==> src/rtl/ca_step_engine.sv <==
// ca_step_engine: one-dimensional cellular automaton stepper.
// Holds an N-cell pattern and applies a rule lookup table for a requested
// number of generations. Neighbourhoods are either {right, self} (NBR=2) or
// {right, self, left} (NBR=3). The edge cells either wrap around as a ring or
// see zeros beyond the ends. A three-state controller sequences load, run,
// pause and completion.
module ca_step_engine #(
   parameter int N   = 8,
   parameter int NBR = 2,
   parameter int GW  = 16
) (
   input  logic                  clk,
   input  logic                  reset,
   input  logic                  load,
   input  logic [N-1:0]          seed,
   input  logic [(1<<NBR)-1:0]   rule,
   input  logic                  wrap,
   input  logic                  start,
   input  logic [GW-1:0]         steps,
   input  logic                  hold,
   output logic [N-1:0]          state,
   output logic                  busy,
   output logic                  done,
   output logic [GW-1:0]         gen
);

   localparam int RW = 1 << NBR;

   // Reject unsupported parameter values at elaboration time.
   if (NBR != 2 && NBR != 3) begin : g_bad_nbr
      $error("ca_step_engine: NBR must be 2 or 3");
   end
   if (N < 3) begin : g_bad_n
      $error("ca_step_engine: N must be at least 3");
   end

   typedef enum logic [1:0] {
      IDLE = 2'd0,
      RUN  = 2'd1,
      DONE = 2'd2
   } fsm_t;

   fsm_t          fsm_q, fsm_d;
   logic [N-1:0]  cells_q, cells_d;
   logic [GW-1:0] gen_q, gen_d;
   logic [GW-1:0] rem_q, rem_d;
   logic [RW-1:0] rule_q, rule_d;
   logic          wrap_q, wrap_d;

   // Next generation for every cell, computed in parallel from the
   // registered pattern and the rule/boundary mode latched at start.
   logic [N-1:0]  next_cells;

   genvar gi;
   generate
      for (gi = 0; gi < N; gi++) begin : g_cell
         localparam int IP = (gi + 1) % N;
         logic right_b;

         // The last cell only sees cell 0 on its right when the ring is closed.
         if (gi == N - 1) begin : g_right_edge
            assign right_b = wrap_q & cells_q[IP];
         end else begin : g_right_inner
            assign right_b = cells_q[IP];
         end

         if (NBR == 3) begin : g_nbr3
            localparam int IM = (gi + N - 1) % N;
            logic       left_b;
            logic [2:0] code;
            // Cell 0 only sees cell N-1 on its left when the ring is closed.
            if (gi == 0) begin : g_left_edge
               assign left_b = wrap_q & cells_q[IM];
            end else begin : g_left_inner
               assign left_b = cells_q[IM];
            end
            assign code           = {right_b, cells_q[gi], left_b};
            assign next_cells[gi] = rule_q[code];
         end else begin : g_nbr2
            logic [1:0] code;
            assign code           = {right_b, cells_q[gi]};
            assign next_cells[gi] = rule_q[code];
         end
      end
   endgenerate

   // Controller: load/start in IDLE, one generation per unheld cycle in RUN,
   // a single DONE cycle before returning to IDLE.
   always_comb begin
      fsm_d   = fsm_q;
      cells_d = cells_q;
      gen_d   = gen_q;
      rem_d   = rem_q;
      rule_d  = rule_q;
      wrap_d  = wrap_q;
      case (fsm_q)
         IDLE: begin
            if (load) begin
               // load wins over a simultaneous start
               cells_d = seed;
               gen_d   = '0;
            end else if (start) begin
               rule_d = rule;
               wrap_d = wrap;
               rem_d  = steps;
               fsm_d  = (steps == '0) ? DONE : RUN;
            end
         end
         RUN: begin
            if (!hold) begin
               cells_d = next_cells;
               gen_d   = gen_q + 1'b1;
               rem_d   = rem_q - 1'b1;
               if (rem_q == GW'(1)) begin
                  fsm_d = DONE;
               end
            end
         end
         DONE: begin
            if (load) begin
               cells_d = seed;
               gen_d   = '0;
            end
            fsm_d = IDLE;
         end
         default: begin
            fsm_d = IDLE;
         end
      endcase
   end

   // State register with asynchronous clear; a reset mid-run aborts silently.
   always_ff @(posedge clk or posedge reset) begin
      if (reset) begin
         fsm_q   <= IDLE;
         cells_q <= '0;
         gen_q   <= '0;
         rem_q   <= '0;
         rule_q  <= '0;
         wrap_q  <= 1'b0;
      end else begin
         fsm_q   <= fsm_d;
         cells_q <= cells_d;
         gen_q   <= gen_d;
         rem_q   <= rem_d;
         rule_q  <= rule_d;
         wrap_q  <= wrap_d;
      end
   end

   assign state = cells_q;
   assign gen   = gen_q;
   assign busy  = (fsm_q == RUN);
   assign done  = (fsm_q == DONE);

endmodule

==> config.mk <==
export PLATFORM = sky130hd
export DESIGN_NAME = ca_step_engine
export DESIGN_NICKNAME = d
export VERILOG_FILES = /design/src/rtl/ca_step_engine.sv
export SDC_FILE = /design/constraint.sdc
export NUM_CORES = 1
export LEC_CHECK = 0
export ABC_AREA = 1
export ABC_CLOCK_PERIOD_IN_PS = 1900
export CAP_MARGIN = 5
export CORE_ASPECT_RATIO = 1.25
export CORE_MARGIN = 1.5
export CORE_UTILIZATION = 30
export CTS_BUF_LIST = sky130_fd_sc_hd__clkbuf_4
export CTS_CLUSTER_DIAMETER = 50
export DETAILED_ROUTE_END_ITERATION = 8
export PLACE_DENSITY = 0.58
export SYNTH_ARGS = -nofsm -noshare
export SYNTH_HDL_FRONTEND = slang
export SYNTH_SLANG_ARGS = --single-unit
==> constraint.sdc <==
create_clock -name clk -period 1.9 [get_ports clk]
set_input_delay 0.38 -clock clk [delete_from_list [all_inputs] [get_ports clk]]
set_output_delay 0.38 -clock clk [all_outputs]
set_load 0.01 [all_outputs]
# [After elaboration in Yosys (flattened, before gate mapping)]
# Index checks and enable logic that the tools add are counted.
[totals] register_bits=47 latchBits=0 mem_bits_rw=0 mem_bits_ro=0 input_bits=34 output_inout_bits=26 elab_cells=67 memories=0
[op_classes] add_sub_neg=2 mul=0 n_div=0 magnitude_cmp=8 eq_ne=8 shift=0 n_mux=32 n_bitwise=2 reduce_logical=9
[ops] operator="16-bit 2-to-1 mux" count=5
[ops] operator="16-bit case mux with 2 select lines" count=2
[ops] operator="2-bit by 3-bit < comparator with 1-bit output (second input constant)" count=8
[ops] operator="16-bit by 1-bit adder with 16-bit output (second input constant)" count=1
[ops] operator="1-bit binary-select mux with 2-bit select" count=8
[ops] operator="16-bit by 1-bit equality test with 1-bit output (second input constant)" count=1
[ops] operator="16-bit zero test" count=1
[ops] operator="8-bit 2-to-1 mux" count=2
[ops] operator="8-bit case mux with 2 select lines" count=1
[ops] operator="16-bit by 1-bit subtractor with 16-bit output (second input constant)" count=1
[ops] operator="2-bit 2-to-1 mux" count=5
[ops] operator="1-bit 2-to-1 mux" count=8
[ops] operator="4-bit AND reduction" count=2
[ops] operator="2-bit inequality test (second input constant)" count=3
[ops] operator="3-bit AND reduction" count=2
[ops] operator="2-bit by 1-bit inequality test with 1-bit output (second input constant)" count=2
[ops] operator="2-bit case mux with 2 select lines" count=1
[ops] operator="2-bit nonzero test" count=2
[ops] operator="2-bit by 1-bit equality test with 1-bit output (second input constant)" count=1
[ops] operator="2-bit equality test (second input constant)" count=1
[ops] operator="2-bit zero test" count=1
[ops] operator="2-bit OR reduction" count=1
[ops] operator="1-bit AND" count=1
[ops] operator="1-bit inverter" count=1

# [Depth between registers and ports, before layout]
# Gate-level depths: netlist of run 1.
[depth] ltp_word=5 ltp_mapped=10 depth_no_buf=9

# [Worst setup path before layout of run 1]
# Ideal clock, no wire load.
[synth_timing] path_kind="flip-flop to flip-flop" startpoint="reg rem_q[0]" endpoint="reg rem_q[10]" setup_ns=0.123 arrival_ns=1.212 required_ns=1.777 path_slack_ns=0.565 stages_incl_launch_ff=10 n_path_buf=0 synth_period_minus_slack_ns=1.335 path_cell_list="dfrtp_1 -> inv_1 -> ha_1 -> nand3_1 -> nor2_2 -> nand2_1 -> nand2_1 -> nand2_1 -> nand2_1 -> o21ai_1"
[synth_via] elab_chain_cells=3
[synth_lines] item="start: declaration" line_no="46" rtl="logic [GW-1:0] rem_q, rem_d;"
[synth_lines] item="start signal: assignment" line_no="145" rtl="rem_q <= rem_d;"
[synth_lines] item="16-bit by 1-bit subtractor with 16-bit output" line_no="113" rtl="rem_d = rem_q - 1'b1;"
[synth_lines] item="16-bit 2-to-1 mux" line_no="110" rtl="if (!hold) begin"
[synth_lines] item="16-bit case mux with 2 select lines" line_no="96" rtl="case (fsm_q)"
# No other way between the ends. The select of a mux whose other input is x is not followed.
# A chain may end at the register's enable or synchronous reset.

# [Final worst setup path of run 1]
[layout_timing] startpoint="reg cells_q[4] (netlist: state[4])" endpoint="out state[4]"
[layout_rtl] item="start: declaration" line_no="44" rtl="logic [N-1:0] cells_q, cells_d;"
[layout_rtl] item="start signal: assignment" line_no="143" rtl="cells_q <= cells_d;"
[layout_rtl] item="end: declaration" line_no="21" rtl="output logic [N-1:0] state,"
# No word-level cell between the ends.

==> results of run 1 <==
[where the power goes]
part | internal, mW | switching [mW] | leakage, nW
clock network | 0.158 | 0.340 | 0.0317
logic | 1.05 | 1.47 | 1.31
registers | 1.36 | 0.414 | 0.594
[cells by family after synthesis]
family                   after synthesis  share of synthesized area [%]
AND/OR/NAND/NOR                      253                           35.5
adder cells (fa/ha/maj)                3                           1.20
AO/OA/AOI/OAI                         71                           13.1
buffers and inverters                 82                           12.3
flip-flops                            47                           37.6
XOR/XNOR                               1                          0.280
[cell type report]
class,instances,share of cell area [%]
multi-input combinational,328,39.5
sequential,47,29.7
timing repair buffer,73,17.8
inverter,71,7.34
tap,129,4.08
clock buffer,6,1.14
clock inverter,2,0.316
[sequential cells by signal (all words and copies together), names as in the netlist]
register	flops
wrap_q	1
rule_q	4
gen	16
fsm_q	2
rem_q	16
state	8
[path summary, 6_finish.rpt]
path	startpoint	slack, ns	endpoint	cells past startpoint
max	state[4]	0.12	state[4]	1
min reg2reg	wrap_q	0.50	wrap_q	2
min in group clk	wrap_q	0.50	wrap_q	2
min	reset	0.35	fsm_q[0]	3
max in group asynchronous	reset	1.31	rem_q[14]	3
max reg2reg	rem_q[0]	0.23	rem_q[10]	9
[metal layers]
layer	vias up	GRT usage, %
li1	1595	-
met1	1408	19.7
met2	82	27.1
met3	6	2.52
met4	0	4.38
met5	-	0
[layout by cell type, fill, tap and decap left out, drive strengths merged, types with 2 or more instances in the layout]
cell type,instances
a21oi,23
a31oi,4
buf,14
clkbuf,6
clkdlybuf4s50,57
dfrtp,47
dlygate4sd2,2
ha,3
inv,70
nand2,159
nand3,34
nand4,9
nor2,43
nor3,6
o211ai,3
o21ai,31
o221ai,3
o22ai,4
[per-stage QoR]
stage | hold slack, ns | util, % | cells | instance area, µm² | power, mW
after floorplan | 0.449 | - | 457 | 3130 | 3.51
after global placement | 0.471 | 38.6 | 648 | 3900 | 4.30
after detailed placement | 0.469 | 38.6 | 648 | 3900 | 4.34
after CTS | 0.353 | 39.1 | 656 | 3960 | 4.85
after global routing | 0.355 | 39.1 | 656 | 3960 | 5.30
final | 0.351 | 39.1 | 656 | 3960 | 4.80
[what timing repair did]
item,in CTS,in global routing
gates resized for setup,2,0
setup endpoints to repair,2,0
endpoints found under the hold margin,0,0
==> run summary, run 1 <==
The signal on the critical path passes through clkdlybuf4s50_1. The via density per instance is 4.71. The number of setup buffers added after CTS is 0.

The flow ran to the end, and the final reports show no timing, DRC or antenna violations. The largest net degree at the start of global routing is 48. The number of nets handed over by synthesis was 494. The prevailing post-synth register cell is dfrtp_1. For the worst-skew pair, the clock arrives at the later sink with an insertion delay of 0.37 ns.

The placeable core area is 10,100 µm². The arrival time of the worst setup path is 1.40 ns. The register cell area after layout came out at 1180 µm². For this run, the slowest stage of the critical path takes 0.57 ns. The largest total area in the synthesized netlist belongs to dfrtp_1. Setup repair after global routing left no endpoint under its margin. Among all cell types in the netlist, the one instantiated most often is nand2_1.

The average detailed-routed wire length per instance came out at 12.1 µm. The ratio of final minimum period to clock period came out at 93.9%. The y dimension of the die is 117 µm. The number of max-cap violations came out at 0. The number of buffers inserted by port buffering came out at 59.

The layout overhead on the synthesized area is 26.5%. The tightest min-delay check is of the in -> async type. The number of nets with antenna violations after detailed routing came out at 0. Counting the fill cells in the layout gives 1,065. The synthesis warning total came out at 0. Ranked by instance count, the synthesized netlist is headed by 155 x nand2_1, 66 x inv_1, 47 x dfrtp_1, 42 x nor2_1, 31 x nand3_1. The proportion of synthesized flip-flops having asynchronous set or reset is 100%. The worst-case setup margin in the final layout is 0.117 ns. The share of synthesized area occupied by flip-flops and latches came out at 37.6%. The area fraction of the dominant cell type after synthesis came out at 37.6%. The highest metal layer carrying signal wires in the routed design is met4. The site row count is 41. The number of distinct standard cells referenced by the synthesized netlist is 39. The overall routed net length came out at 7.94 mm. The overall fraction of global-route tracks in use came out at 15.5%. The worst-case clock buffer depth is 2.

The number of buffers inserted during clock tree synthesis came out at 5. Summed over all nets, wire length on met2 after detailed routing comes to 3.88 mm. The total length of routed met3 wires is 390 µm. The type of the worst setup path is reg -> out. The kind of cell with the highest combined delay along the critical path is buffers and inverters.

The number of antenna violations at the first check in global routing came out at 0. The worst vdd rail ir drop came out at 0.000414 V. The slowest stage of the critical path is the clkdlybuf4s50_1 cell. The max-slew violation count is 0.

Between clock sinks in the finished design, the worst skew comes to 0.0241 ns. The deepest level of the CTS H-tree came out at 2. Summed over all cells, the static leakage comes to 1.94 nW. In this run, post-CTS hold repair placed 0 buffers.

For this run, the post-layout net count is 563. The area taken by multi-input logic gates is 1560 µm². The worst setup path is captured at an output pin.

The wire length the detailed router placed on met1 came out at 3.61 mm. The data required time of the critical path came out at 1.52 ns. In this run, the number of DRC markers left after iteration 0 of detailed routing was 155.

The detailed-routing iteration count for the pre-antenna-repair pass is 4. The cell sitting at the root of the clock tree is a clkbuf_4. Subtracting the final worst setup slack from the clock period gives 1.78 ns. The number of buffer and inverter instances along the worst setup path is 1. The average instance area after synthesis came out at 6.84 µm². The die width came out at 94.3 µm. The power per standard cell area is 1210 nW/µm². The count of unresolved DRC violations after routing came out at 0. The top-level I/O count is 60.

The sum of negative setup slack is 0 ns. The die footprint came out at 11,000 µm². The setup slack at placement came out at -0.00413 ns.

The count of flip-flops with a built-in enable after synthesis came out at 0. The final setup violation count came out at 0. The tightest slew margin relative to the limit came out at 78.4%. The number of synthesized register bits is 47.

The via count of the first global-routing pass came out at 2,920. The starting utilization of the core area came out at 30.9%. The final-report hold violation count is 0.

The total congestion overflow after global routing is 0. The area of the mapped netlist came out at 3130 µm². The clock net in this run drives a total of 47 sinks. The worst setup path is launched from a flop.

The largest fanout of any net on the critical path came out at 5. The clock transition at the registers of the reported paths is 0.16 ns. The clock tree from TritonCTS is yes. The first global-routing pass estimated 13.6 mm of wire.

The post-synthesis cell count came out at 457. The diode insertion count for antenna repair is 0. The fraction of layout cells with a size suffix above 1 came out at 7.97%. After synthesis, the cell types taking the most area are dfrtp_1 38%, nand2_1 19%, inv_1 7.9%, nor2_1 5.0%, nand3_1 5.0%. The slew at the pin with the worst max-slew slack is 0.323 ns.

Static timing analysis puts the maximum clock frequency at 561 MHz. The last weighted congestion value of the routability-driven placer is 0.877. The HPWL reported at the end of detailed placement is 6.06 mm. The detailed-route via count came out at 3,091.
(Power assumes the default switching activity.)
==> inputs of run 2 (changes only) <==
- MAX_ROUTING_LAYER: not set -> met4
==> run 2 against run 1 <==
Effect of this change: count of clock-buffer cells in the layout stayed put; via count hardly changed; clock skew down 0.0029 ns; largest cell class unchanged; highest routed layer unchanged; worst hold slack lost 0.0045 ns.
==> run summary, run 2 (synthesized netlist as in run 1, its figures left out) <==
The total congestion overflow after global routing is 0 (unchanged). The overall routed net length came out at 7.95 mm (about the same). The register cell area after layout is 1180 µm² (unchanged). The worst setup path is captured at an output pin. The placeable core area is 10,100 µm² (unchanged).

The area taken by multi-input logic gates came out at 1560 µm² (unchanged). The clock sink total was 47 (unchanged). The overall fraction of global-route tracks in use was 16.0% (+0.48 points). The tightest slew margin relative to the limit came to 79.1% (+0.71 points). On the critical path, the stage with the largest delay is an instance of clkdlybuf4s50_1. The most critical setup path has its startpoint at state[4]. STA classifies the critical path startpoint as a flop. The final-report hold violation count is 0 (unchanged). The clock transition at the registers of the reported paths came out at 0.16 ns (about the same). The layout overhead on the synthesized area is 26.5% (unchanged). The site row count came out at 41 (unchanged). The clock tree skew after final layout is 0.0212 ns (-0.00286 ns).

The setup slack at placement came out at -0.00413 ns (unchanged). The last weighted congestion value of the routability-driven placer is 0.892 (+1.7%). The wire length of the first global-routing pass was 13.6 mm (-0.15%). The reported leakage power came out at 1.94 nW (unchanged). The placed standard-cell area came out at 3900 µm² (unchanged). The type of the worst setup path is reg -> out.

Traced cell by cell, the critical path runs through clkdlybuf4s50_1. The top-level I/O count came to 60 (unchanged). The y dimension of the die is 117 µm (unchanged).

The most critical setup path has its endpoint at state[4]. The worst register-to-register path ends at rem_q[8]. Setup repair after global routing left no endpoint under its margin.

The setup slack of the worst register-to-register path is 0.24 ns (about the same). The minimum clock period after layout came out at 1.79 ns (+0.00208 ns). The number of buffers added for setup after CTS came out at 0 (unchanged). The largest fanout of any net on the critical path came to 5 (unchanged). The count of unresolved DRC violations after routing came to 0 (unchanged). The number of nets in the final layout is 563 (unchanged). The fraction of layout cells with a size suffix above 1 is 7.97% (unchanged). The tree is rooted in a clkbuf_4. The die footprint is 11,000 µm² (unchanged).

The post-route worst hold slack is 0.346 ns (-0.00447 ns). The number of buffers inserted by port buffering came out at 59 (unchanged). The average detailed-routed wire length per instance is 12.1 µm (about the same).

The ratio of final minimum period to clock period came out at 94.0% (+0.11 points). The HPWL reported at the end of detailed placement is 6.06 mm (unchanged). The worst vdd rail ir drop came out at 0.000413 V (-0.19%). The worst-skew pair later-pin latency is 0.37 ns (about the same). The number of max-cap violations came out at 0 (unchanged).

The starting utilization of the core area is 30.9% (unchanged). The arrival time of the worst setup path came to 1.41 ns (about the same). The power per standard cell area came out at 1220 nW/µm² (+0.14%).

The flow ran to the end, and the final reports show no timing, DRC or antenna violations. The die width is 94.3 µm (unchanged). The sum of internal, switching and leakage power is 4.81 mW (+0.14%). The deepest level of the CTS H-tree came out at 2 (unchanged). The post-route cell area came out at 3960 µm² (unchanged).

The number of buffer and inverter instances along the worst setup path came out at 1 (unchanged). The number of nets with antenna violations after detailed routing came to 0 (unchanged). The via density per instance is 4.71 (about the same).

The worst-case reg-to-reg path depth is 9 (unchanged). The maximum cell stage delay along the critical path is 0.57 ns (about the same). The detailed-routing iteration count for the pre-antenna-repair pass is 5 (+1). The core utilization of the finished layout came to 39.1% (unchanged). The cell family contributing the most delay on the critical path is buffers and inverters. The slew at the pin with the worst max-slew slack is 0.313 ns (-0.0106 ns). The maximum clock frequency is 560 MHz (-0.12%).

The number of standard cells in the layout, taps in and fillers out is 656 (unchanged). The diode insertion count for antenna repair came out at 0 (unchanged). In the layout the commonest cells are 155 x nand2_1, 65 x inv_1, 57 x clkdlybuf4s50_1. The max-slew violation count is 0 (unchanged). The via count of the first global-routing pass came out at 2,920 (unchanged). The data required time of the critical path is 1.52 ns (about the same). The number of buffers inserted during clock tree synthesis came to 5 (unchanged). The worst-case clock buffer depth came to 2 (unchanged). The critical path depth came out at 1 (unchanged). The number of fill cells came out at 1,065 (unchanged). The worst-case setup margin in the final layout is 0.115 ns (-0.00208 ns).

The final setup violation count came to 0 (unchanged). TritonCTS built the clock tree. The number of antenna violations at the first check in global routing is 0 (unchanged). The detailed-route via count is 3,089 (-0.065%). The startpoint identified for the worst register-to-register timing path is rem_q[0]. The number of design-rule violations left by the first detailed-router iteration was 171 (+10%). The sum of negative setup slack came out at 0 ns (unchanged). The largest net degree at the start of global routing is 48 (unchanged). The count of placed standard cells including taps came out at 648 (unchanged). The library cell used most frequently in the layout, excluding fill and tap cells, is nand2_1. The worst min-delay path category is in -> async.
==> run 2: cell counts in the layout (fill, tap and decap cells not counted) <==
Identical to the previous run, type by type.
==> run 2: power by group <==
part,total (mW),switching [mW],internal (mW)
clock,0.501,0.343,0.158
combinational,2.53,1.48,1.05
sequential,1.78,0.413,1.36
==> run 2: final cells by class <==
| type | count | share of cell area (%) |
|---|---|---|
| Timing Repair Buffer | 73 | 17.8 |
| Clock inverter | 2 | 0.316 |
| Inverter | 71 | 7.34 |
| Tap cell | 129 | 4.08 |
| Clock buffer | 6 | 1.14 |
| Sequential cell | 47 | 29.7 |
| Multi-Input combinational cell | 328 | 39.5 |
==> run 2: worst min path at each step <==
stage | startpoint | slack [ns] | depth (start not counted) | endpoint
3_3_place_gp | wrap_q | 0.47 | 2 | wrap_q
5_1_grt | reset | 0.35 | 3 | gen[11]
3_5_place_dp | wrap_q | 0.47 | 2 | wrap_q
4_1_cts | reset | 0.35 | 3 | gen[9]
2_1_floorplan | wrap_q | 0.45 | 2 | wrap_q
6_report | reset | 0.35 | 3 | gen[11]
==> run 2: routing by layer <==
metal | up-vias | share of wire, % | global-route usage [%]
met5 | - | 0 | -
met4 | 0 | 1.1 | 4.38
met1 | 1412 | 45 | 19.7
li1 | 1595 | - | -
met3 | 8 | 4.3 | 2.52
met2 | 74 | 50 | 27.1
==> run 2: what timing repair did <==
item	in CTS	in global routing
gates resized for setup	2	0
setup endpoints to repair	2	0
endpoints found under the hold margin	0	0
hold buffers	0	0
==> run 2: worst reg2reg max path, cell delays in order (launching register included) <==
cell	delay [ns]
dfrtp_1	0.43
inv_1	0.10
ha_1	0.20
nand3_1	0.17
nor2_2	0.30
nand2_1	0.08
nand2_1	0.07
nand3_1	0.09
nand2_1	0.08
nand2_1	0.04
==> inputs of run 3 (changes only) <==
- CTS_BUF_LIST: sky130_fd_sc_hd__clkbuf_4 -> not set
==> run 3 against run 2 <==
Effect of this change: sequential power about the same; global-route usage about the same; routed wire length down 0.35%; clock skew down 0.017 ns; count of clock-buffer cells in the layout unchanged; non-clock buffer count unchanged; worst hold slack better by 0.087 ns; core utilization up 0.87 points; largest power group unchanged; critical path depth unchanged; total power up 7.8%; largest cell class unchanged; die area unchanged; via count up 0.26%.
==> run summary, run 3 (synthesized netlist as in run 1, its figures left out) <==
The worst vdd rail ir drop came out at 0.000471 V (+14%). The overall fraction of global-route tracks in use was 16.0% (about the same). The clock tree skew after final layout is 0.00465 ns (-0.0165 ns). The fraction of layout cells with a size suffix above 1 came to 7.78% (-0.19 points). The die footprint is 11,000 µm² (unchanged). The starting utilization of the core area is 30.9% (unchanged). The flow ran to the end, and the final reports show no timing, DRC or antenna violations.

The tightest slew margin relative to the limit came out at 79.2% (+0.094 points). The maximum clock frequency came out at 601 MHz (+7.2%). The number of buffer and inverter instances along the worst setup path came out at 1 (unchanged). CTS placed an instance of clkbuf_16 at the clock tree root. The reported net switching power came out at 2.27 mW (+1.8%). The number of fill cells came to 1,056 (-0.85%). The site row count came out at 41 (unchanged). The slew at the pin with the worst max-slew slack came to 0.311 ns (-0.00140 ns). The final-report hold violation count came to 0 (unchanged). The detailed-route via count is 3,097 (+0.26%). The count of unresolved DRC violations after routing is 0 (unchanged). The setup slack of the worst register-to-register path is 0.26 ns (+0.02 ns).

The deepest level of the CTS H-tree came to 2 (unchanged). The detailed-routing iteration count for the pre-antenna-repair pass came out at 4 (-1). The arrival time of the worst setup path came out at 1.29 ns (-0.12 ns).

The via count of the first global-routing pass is 2,947 (+0.92%). The sequential group share of total power is 34.4% (-2.5 points). The number of buffers inserted during clock tree synthesis came out at 5 (unchanged).

The library cells used most frequently in the layout, excluding fill and tap cells, are 155 x nand2_1, 65 x inv_1, 57 x clkdlybuf4s50_1. The max-slew violation count is 0 (unchanged). The number of standard cells in the layout, taps in and fillers out is 656 (unchanged). The reported leakage power was 1.99 nW (+2.5%). The y dimension of the die came to 117 µm (unchanged). The layout overhead on the synthesized area is 29.3%.

The largest net degree at the start of global routing is 48 (unchanged). The clock transition at the registers of the reported paths is 0.07 ns (-0.09 ns). The placeable core area is 10,100 µm² (unchanged). The wire length of the first global-routing pass is 13.6 mm (unchanged). The last weighted congestion value of the routability-driven placer came out at 0.892 (unchanged).

The number of buffers inserted by port buffering came out at 59 (unchanged). The power per standard cell area was 1280 nW/µm² (+5.4%). Setup repair after global routing left no endpoint under its margin. The data required time of the critical path is 1.52 ns (about the same). The number of buffers added for setup after CTS came out at 0 (unchanged). The switching share of power is 43.9% (-2.6 points). The core utilization of the finished layout came out at 40.0% (+0.87 points).

The count of placed standard cells including taps is 648 (unchanged). The area taken by multi-input logic gates came out at 1560 µm² (unchanged). The critical path goes through clkdlybuf4s50_1.

The via density per instance is 4.72 (+0.26%). STA classifies the critical path endpoint as an output pin. The type of the worst setup path is reg -> out. The number of design-rule violations left by the first detailed-router iteration came to 158 (-7.6%). The internal power of the cells is 2.91 mW (+13%). The path class of the tightest hold or removal check is in -> async. The final setup violation count was 0 (unchanged). The number of nets with antenna violations after detailed routing came out at 0 (unchanged). The library cell used most frequently in the layout, excluding fill and tap cells, is nand2_1. The HPWL reported at the end of detailed placement was 6.06 mm (unchanged). The number of nets in the final layout is 563 (unchanged). TritonCTS built the clock tree. The clock power share is 16.7% (+6.3 points). The overall routed net length came out at 7.92 mm (-0.35%). The part of the power in combinational logic was 48.9% (-3.7 points).

The minimum clock period after layout came out at 1.67 ns (-0.120 ns). The terminus of the critical flop-to-flop path is rem_q[8]. The die width is 94.3 µm (unchanged). The largest individual stage delay along the critical path comes from the cell clkdlybuf4s50_1. The top-level I/O count came out at 60 (unchanged). The sum of negative setup slack came out at 0 ns (unchanged). The diode insertion count for antenna repair came to 0 (unchanged). The register cell area after layout came to 1180 µm² (unchanged). The worst register-to-register path begins at rem_q[0]. The worst-skew pair later-pin latency came out at 0.28 ns (-0.09 ns). The maximum cell stage delay along the critical path is 0.57 ns (about the same). The largest fanout of any net on the critical path came out at 5 (unchanged).

The average detailed-routed wire length per instance is 12.1 µm (-0.35%). The number of buffers added to fix hold violations after cts is 0 (unchanged). The ratio of final minimum period to clock period is 87.6% (-6.3 points). The number of max-cap violations is 0 (unchanged). The clock sink total is 47 (unchanged). The total congestion overflow after global routing is 0 (unchanged). The number of antenna violations at the first check in global routing came out at 0 (unchanged). The worst-case setup margin in the final layout is 0.235 ns (+0.120 ns). The setup slack at placement came out at -0.00413 ns (unchanged). The worst-case reg-to-reg path depth is 9 (unchanged). The worst setup path is launched from a flop. The worst-case clock buffer depth is 2 (unchanged). The kind of cell with the highest combined delay along the critical path is buffers and inverters.
-- run 3: layout make-up --
class	instances	share of cell area [%]
well taps	129	3.99
flip-flops and latches	47	29.1
repair buffers	73	17.5
inverters	71	7.18
clock inverters	2	0.310
clock buffers	6	3.19
multi-input cells	328	38.7
-- run 3: worst max-delay path by stage --
stage,startpoint,to,cells past startpoint
2_1_floorplan,reset,fsm_q[0],1
3_3_place_gp,load,rem_q[14],8
3_5_place_dp,load,rem_q[4],7
4_1_cts,fsm_q[1],done,3
5_1_grt,rem_q[0],rem_q[14],9
6_report,state[4],state[4],1
-- run 3: through the flow --
stage               total power, mW  hold WS (ns)  instance area (µm²)
finish                         5.18         0.433                 4040
global route                   5.68         0.465                 4040
CTS                            5.22         0.464                 4040
detailed placement             4.34         0.469                 3900
global placement               4.30         0.471                 3900
floorplan                      3.51         0.449                 3130
-- run 3: repair_timing --
item / 4_1_cts / 5_1_grt
endpoints found under the setup margin: 1 / 1
pin swaps: 0 / 0
gates resized for setup: 1 / 1
-- run 3: power groups by stage --
stage,sequential [mW],clock (mW),combinational (mW)
floorplan,1.71,0,1.80
global placement,1.79,0,2.51
finish,1.78,0.867,2.53
global route,1.84,0.942,2.89
detailed placement,1.80,0,2.55
CTS,1.78,0.894,2.55
-- run 3: routing by layer --
| metal | share of wire [%] | GRT usage (%) |
|---|---|---|
| met5 | 0 | - |
| met4 | 1.4 | 4.88 |
| met3 | 3.9 | 2.71 |
| met2 | 48 | 26.6 |
| met1 | 46 | 19.8 |
